==> src/rtl/ms_alarm_scheduler_if.sv <==
// Request/grant bundle between the alarm scheduler and its requesters.
// The master side (requesters) drives loads and cancels; the slave side (scheduler) answers.
interface ms_alarm_scheduler_if #(
    parameter int NUM_CH = 4,
    parameter int CNT_W  = 16
);
    logic [NUM_CH-1:0]       req;
    logic [NUM_CH*CNT_W-1:0] dly;
    logic [NUM_CH-1:0]       cancel;
    logic [NUM_CH-1:0]       ack;
    logic [NUM_CH-1:0]       busy;
    logic [NUM_CH-1:0]       expire;
    logic                    ms_pulse;

    modport master (output req, dly, cancel, input ack, busy, expire, ms_pulse);
    modport slave  (input req, dly, cancel, output ack, busy, expire, ms_pulse);
endinterface

==> src/rtl/ms_alarm_scheduler.sv <==
// Shared ms time base with NUM_CH round-robin loaded countdown alarms.
// Optional MS_ALARM_PAUSE_EN adds a pause input that freezes the prescaler and all countdowns.
module ms_alarm_scheduler #(
    parameter int NUM_CH   = 4,
    parameter int CNT_W    = 16,
    parameter int TICK_DIV = 50000
) (
    input  logic clk,
    input  logic rst,
`ifdef MS_ALARM_PAUSE_EN
    input  logic pause,
`endif
    ms_alarm_scheduler_if.slave bus
);
    localparam int PW = (TICK_DIV > 1) ? $clog2(TICK_DIV) : 1;
    localparam int IW = (NUM_CH > 1) ? $clog2(NUM_CH) : 1;

    logic [PW-1:0]     presc;
    logic              ms_q;
    logic              run;
    logic [IW-1:0]     ptr;
    logic [NUM_CH-1:0] busy_v, ack_v, exp_v;
    logic [NUM_CH-1:0] elig, gnt;
    logic              gnt_vld;
    logic [IW-1:0]     gnt_idx, idx;

`ifdef MS_ALARM_PAUSE_EN
    assign run = ~pause;
`else
    assign run = 1'b1;
`endif

    // Prescaler holds at its current value while paused so no pulse is gained or lost.
    always_ff @(posedge clk) begin
        if (rst) begin
            presc <= '0;
            ms_q  <= 1'b0;
        end else begin
            ms_q <= run && (presc == PW'(TICK_DIV - 1));
            if (run)
                presc <= (presc == PW'(TICK_DIV - 1)) ? '0 : presc + 1'b1;
        end
    end

    assign elig = bus.req & ~busy_v & ~bus.cancel;

    always_comb begin
        gnt_vld = 1'b0;
        gnt_idx = '0;
        gnt     = '0;
        idx     = '0;
        for (int k = 0; k < NUM_CH; k++) begin
            idx = IW'((int'(ptr) + k) % NUM_CH);
            if (!gnt_vld && elig[idx]) begin
                gnt_vld = 1'b1;
                gnt_idx = idx;
            end
        end
        if (gnt_vld)
            gnt[gnt_idx] = 1'b1;
    end

    always_ff @(posedge clk) begin
        if (rst)
            ptr <= '0;
        else if (gnt_vld)
            ptr <= (int'(gnt_idx) == NUM_CH - 1) ? '0 : gnt_idx + 1'b1;
    end

    for (genvar i = 0; i < NUM_CH; i++) begin : g_ch
        logic [CNT_W-1:0] rem;
        logic [CNT_W-1:0] d;
        logic             bsy, ak, ex;

        assign d = bus.dly[i*CNT_W +: CNT_W];

        // A grant only happens on an idle channel, so it never collides with a decrement.
        always_ff @(posedge clk) begin
            if (rst) begin
                rem <= '0;
                bsy <= 1'b0;
                ak  <= 1'b0;
                ex  <= 1'b0;
            end else begin
                ak <= 1'b0;
                ex <= 1'b0;
                if (gnt[i]) begin
                    ak <= 1'b1;
                    if (d == '0) begin
                        ex <= 1'b1;
                    end else begin
                        bsy <= 1'b1;
                        rem <= d;
                    end
                end else if (bsy) begin
                    if (bus.cancel[i]) begin
                        bsy <= 1'b0;
                        rem <= '0;
                    end else if (ms_q) begin
                        if (rem == CNT_W'(1)) begin
                            bsy <= 1'b0;
                            ex  <= 1'b1;
                            rem <= '0;
                        end else begin
                            rem <= rem - 1'b1;
                        end
                    end
                end
            end
        end

        assign busy_v[i] = bsy;
        assign ack_v[i]  = ak;
        assign exp_v[i]  = ex;
    end

    assign bus.busy     = busy_v;
    assign bus.ack      = ack_v;
    assign bus.expire   = exp_v;
    assign bus.ms_pulse = ms_q;
endmodule

==> src/flat_wrapper.sv <==
// flat-port wrapper written by rule: the top's interface ports become plain ports
module ms_alarm_scheduler_flat 
#(
    parameter int NUM_CH   = 4,
    parameter int CNT_W    = 16,
    parameter int TICK_DIV = 50000
)
  (clk, rst, bus_req, bus_dly, bus_cancel, bus_ack, bus_busy, bus_expire, bus_ms_pulse);
  ms_alarm_scheduler_if #(.NUM_CH(NUM_CH), .CNT_W(CNT_W)) bus_i ();
  input  logic clk;
  input  logic rst;
  input wire logic [$bits(bus_i.req)-1:0] bus_req;
  input wire logic [$bits(bus_i.dly)-1:0] bus_dly;
  input wire logic [$bits(bus_i.cancel)-1:0] bus_cancel;
  output wire logic [$bits(bus_i.ack)-1:0] bus_ack;
  output wire logic [$bits(bus_i.busy)-1:0] bus_busy;
  output wire logic [$bits(bus_i.expire)-1:0] bus_expire;
  output wire logic [$bits(bus_i.ms_pulse)-1:0] bus_ms_pulse;
  assign bus_i.req = bus_req;
  assign bus_i.dly = bus_dly;
  assign bus_i.cancel = bus_cancel;
  assign bus_ack = bus_i.ack;
  assign bus_busy = bus_i.busy;
  assign bus_expire = bus_i.expire;
  assign bus_ms_pulse = bus_i.ms_pulse;
  ms_alarm_scheduler #(.NUM_CH(NUM_CH), .CNT_W(CNT_W), .TICK_DIV(TICK_DIV)) u_core (.clk(clk), .rst(rst), .bus(bus_i));
endmodule
==> config.mk <==
export PLATFORM = sky130hd
export DESIGN_NAME = ms_alarm_scheduler_flat
export DESIGN_NICKNAME = d
export VERILOG_FILES = /design/src/rtl/ms_alarm_scheduler_if.sv /design/src/rtl/ms_alarm_scheduler.sv /design/src/flat_wrapper.sv
export SDC_FILE = /design/constraint.sdc
export NUM_CORES = 1
export LEC_CHECK = 0
export CAP_MARGIN = 15
export CORE_AREA = 5 5 92 128
export CTS_CLUSTER_SIZE = 10
export DETAILED_ROUTE_END_ITERATION = 12
export DIE_AREA = 0 0 97 133
export PLACE_DENSITY = 0.91
export SYNTH_ARGS = -nofsm -noshare
export SYNTH_HDL_FRONTEND = slang
export SYNTH_SLANG_ARGS = --single-unit
==> constraint.sdc <==
create_clock -name clk -period 5.25 [get_ports clk]
set_clock_uncertainty 0.2 [all_clocks]
set_input_delay 1.05 -clock clk [delete_from_list [all_inputs] [get_ports clk]]
set_output_delay 1.05 -clock clk [all_outputs]
set_load 0.01 [all_outputs]
==> flow_summary_export.csv <==
group,metric,value,unit
status,status,"complete, no violations",
critical_path,r2r.worst_path.cells,9,
logic_synthesis,synth.avg_cell_area,7.91,um2
power_and_ir_drop,vdd.ir_drop.worst,233,uV
grt,grt_max_degree,65,
floorplan,die_height,133,um
logic_synthesis,synth.cells.most_frequent,"sky130_fd_sc_hd__dfxtp_1, sky130_fd_sc_hd__nor2_1, sky130_fd_sc_hd__nand2_1, sky130_fd_sc_hd__a21oi_1, sky130_fd_sc_hd__nor4_1",
logic_synthesis,synth_fp_nets,858,
logic_synthesis,postSynth.asyncResetShare,0,%
grt,antenna_found_initial,0,
place,routability_congestion_estimate_from_global_placement,0.954,
floorplan,floorplan.die.width,97,um
power_and_ir_drop,clock_power_share,22.2,%
cts,cts_resized,0,
power_and_ir_drop,net_load_switching_power,0.00117,W
place,io_buffer_count,86,
critical_path,timing.critical_path.from_type,"input pin",
grt,first_global_vias,6407,
logic_synthesis,synthesis.instances,771,
cts,cts_made_buffers,9,
route,dr.first_iter.drc_count,484,
cts,cts.sinks,95,
hold_path,hold_path_startpoint,"u_core.presc[0]",
sta,rsz0062_at_grt,"no",
place,placedCellCount,958,
cts,tritoncts,"built",
route,route.vias.total,6632,
layout,nets,915,
cts,cts_root_buffer,"sky130_fd_sc_hd__clkbuf_16",
logic_synthesis,netlist_area,0.00610,mm2
sta,max_freq,0.222,GHz
layout,layoutNonFillerInstCount,973,
cts,worst_setup_hold_path_clk_slew,0.07,ns
logic_synthesis,synth_edf_count,0,
sta,slew-limit-headroom,22.9,%
route,per_cell_via_count_in_the_routed_design,6.82,
place,post-dp-hpwl,13.1,mm
sta,finalCritPeriodShare,85.6,%
place,placement.cell_area,0.00695,mm2
grt,global_route_usage_sum,27.5,%
layout,insertedDiodeCount,0,
run,number_of_violations_of_the_max_capacitance_limit,0,
layout,drive_above_1_share,7.33,%
floorplan,core.rowCount,45,
route,first_pass_iters,5,
floorplan,design.core.area,0.0106,mm2
layout,syn_to_final_growth,18.5,%
critical_path,critPathRequiredTime,5.30,ns
critical_path,timing.critical_path.fanout_max,15,
grt,gr-total-overflow,0,
power_and_ir_drop,p_int,0.00167,W
logic_synthesis,synth-warning-count,0,
sta,period_minus_slack,4.49,ns
sta,worst-slew-pin-transition,1.14,ns
critical_path,critical_path.reg2reg.startpoint,"u_core.g_ch[3].bsy",
logic_synthesis,yosys.cell_count.top_type,"sky130_fd_sc_hd__dfxtp_1",
sta,drv_slew,0,
hold_path,worstHoldPathType,"reg -> reg",
power_and_ir_drop,leakage,2.56,nW
hold_path,hold_depth,1,
grt,grt_pass1_wl,30.1,mm
logic_synthesis,synth_area_leader_cell,"sky130_fd_sc_hd__dfxtp_1",
power_and_ir_drop,p_comb_share,44.2,%
power_and_ir_drop,power,0.00284,W
critical_path,cp.arrival,4.54,ns
logic_synthesis,yosysTopAreaCellShare,31.2,%
cts,postCtsHoldBufs,0,
cts,cts_htree_levels,3,
route,drt-wirelength-per-cell,19.0,um
logic_synthesis,netlist_top_cells_area,"sky130_fd_sc_hd__dfxtp_1, sky130_fd_sc_hd__nor2_1, sky130_fd_sc_hd__nor4_1, sky130_fd_sc_hd__a21oi_1, sky130_fd_sc_hd__nand2_1",
logic_synthesis,ys_types,76,
floorplan,die-area,0.0129,mm2
critical_path,worst-setup-path-type,"in -> reg",
route,post-route-drc-count,0,
power_and_ir_drop,total_power_density_per_cell_area,393,mW/mm2
floorplan,floorplan.initialDensity,57.3,%
critical_path,worstSetupEndpointType,"register",
route,routed_wl,18.5,mm
layout,n_fill_cell,858,
layout,final_design_area_no_fill,0.00723,mm2
logic_synthesis,postSynthRegisterBits,95,
power_and_ir_drop,seq_power_share,33.5,%
cts,cts_setup_buffers,0,
critical_path,startpoint,"bus_cancel[0]",
cts,insertion_delay,0.34,ns
logic_synthesis,synthFlopType,"sky130_fd_sc_hd__dfxtp_1",
power_and_ir_drop,power_switching_share,41.1,%
route,ant_nets,0,
sta,finalHoldViolCount,0,
cts,clock_tree.buffer_depth,2,
floorplan,design.portCount,87,
sta,final_setup_violating_endpoints,0,
logic_synthesis,seq_area_frac_synth,31.2,%
sta,setup_total_negative_slack,0,ns
[cell type report]
type	count	area [um2]	area share, %
Multi-Input combinational cell	599	3820	52.9
Clock buffer	12	267	3.69
Sequential cell	95	1900	26.3
Inverter	24	90.1	1.25
Tap cell	141	176	2.44
Timing Repair Buffer	99	953	13.2
Clock inverter	3	17.5	0.242
[worst max-delay path: stages]
cell and delay, ns:
sky130_fd_sc_hd__clkdlybuf4s50_1 0.61, sky130_fd_sc_hd__nor3b_2 0.56, sky130_fd_sc_hd__a21o_1 0.21, sky130_fd_sc_hd__a21oi_1 0.07, sky130_fd_sc_hd__o22ai_1 0.26, sky130_fd_sc_hd__ha_1 0.21, sky130_fd_sc_hd__o41a_1 0.42, sky130_fd_sc_hd__buf_4 0.29
sky130_fd_sc_hd__nor2b_1 0.48, sky130_fd_sc_hd__a311oi_1 0.12, sky130_fd_sc_hd__a211oi_1 0.27
[logic make-up (layout without fill, tap and decap cells)]
group / Yosys count / in the layout / share of synthesized area (%)
adder cells (fa/ha/maj): 13 / 13 / 2.67
flip-flops: 95 / 95 / 31.2
XOR/XNOR: 21 / 21 / 3.01
AO/OA/AOI/OAI: 215 / 215 / 24.5
AND/OR/NAND/NOR: 338 / 338 / 30.3
multiplexers: 12 / 12 / 2.19
buffers and inverters: 77 / 138 / 6.15
[stage by stage]
| stage | setup slack, ns | utilization [%] | hold slack (ns) |
|---|---|---|---|
| floorplan | 1.70 | - | 0.230 |
| global placement | 0.757 | 65.3 | 0.244 |
| detailed placement | 0.501 | 65.3 | 0.260 |
| CTS | 0.847 | 67.9 | 0.271 |
| global route | 0.521 | 67.9 | 0.287 |
| finish | 0.756 | 67.9 | 0.268 |
[sequential cells by signal, summed over array words and instances, names as in the netlist]
signal	flops
u_core.bus.ms_pulse	1
u_core.g_ch.ak	4
u_core.g_ch.bsy	4
u_core.g_ch.ex	4
u_core.g_ch.rem	64
u_core.presc	16
u_core.ptr	2
[routing by layer]
layer / vias up / global-route usage (%) / share of wire, %
met1: 3148 / 30.9 / 38
li1: 3074 / - / -
met4: 0 / 13.8 / 3.8
met3: 74 / 5.06 / 7.1
met5: - / 0 / 0
met2: 336 / 49.2 / 51
[path summary, 6_finish.rpt]
path,to,slack (ns)
worst max-delay path,u_core.g_ch[1].rem[12],0.76
worst min register to register,u_core.presc[0],0.27
worst min-delay path,u_core.presc[0],0.27
worst max register to register,u_core.g_ch[3].rem[9],1.72
[cell usage in the layout, fill, tap and decap left out, types with 9 or more instances in the layout]
cell and instances:
sky130_fd_sc_hd__buf_4 13, sky130_fd_sc_hd__inv_1 23, sky130_fd_sc_hd__a211oi_1 16, sky130_fd_sc_hd__ha_1 13, sky130_fd_sc_hd__a221oi_1 19, sky130_fd_sc_hd__o21ai_0 41
sky130_fd_sc_hd__a31oi_1 10, sky130_fd_sc_hd__nand2_1 55, sky130_fd_sc_hd__nor4_1 46, sky130_fd_sc_hd__clkbuf_16 9, sky130_fd_sc_hd__a21oi_1 52, sky130_fd_sc_hd__nand3_1 26
sky130_fd_sc_hd__nand4_1 16, sky130_fd_sc_hd__xor2_1 10, sky130_fd_sc_hd__nor2_1 85, sky130_fd_sc_hd__dfxtp_1 95, sky130_fd_sc_hd__clkdlybuf4s50_1 85, sky130_fd_sc_hd__xnor2_1 11
sky130_fd_sc_hd__nor3_1 33
[power by group through the flow]
stage | combinational [W] | clock [W] | sequential, W
6_report | 0.00126 | 0.000631 | 0.000953
2_1_floorplan | 0.000925 | 0 | 0.000924
3_3_place_gp | 0.00117 | 0 | 0.000952
4_1_cts | 0.00122 | 0.000635 | 0.000946
3_5_place_dp | 0.00121 | 0 | 0.000960
5_1_grt | 0.00137 | 0.000662 | 0.000965
Note: power is estimated with default switching activity, not from simulation.
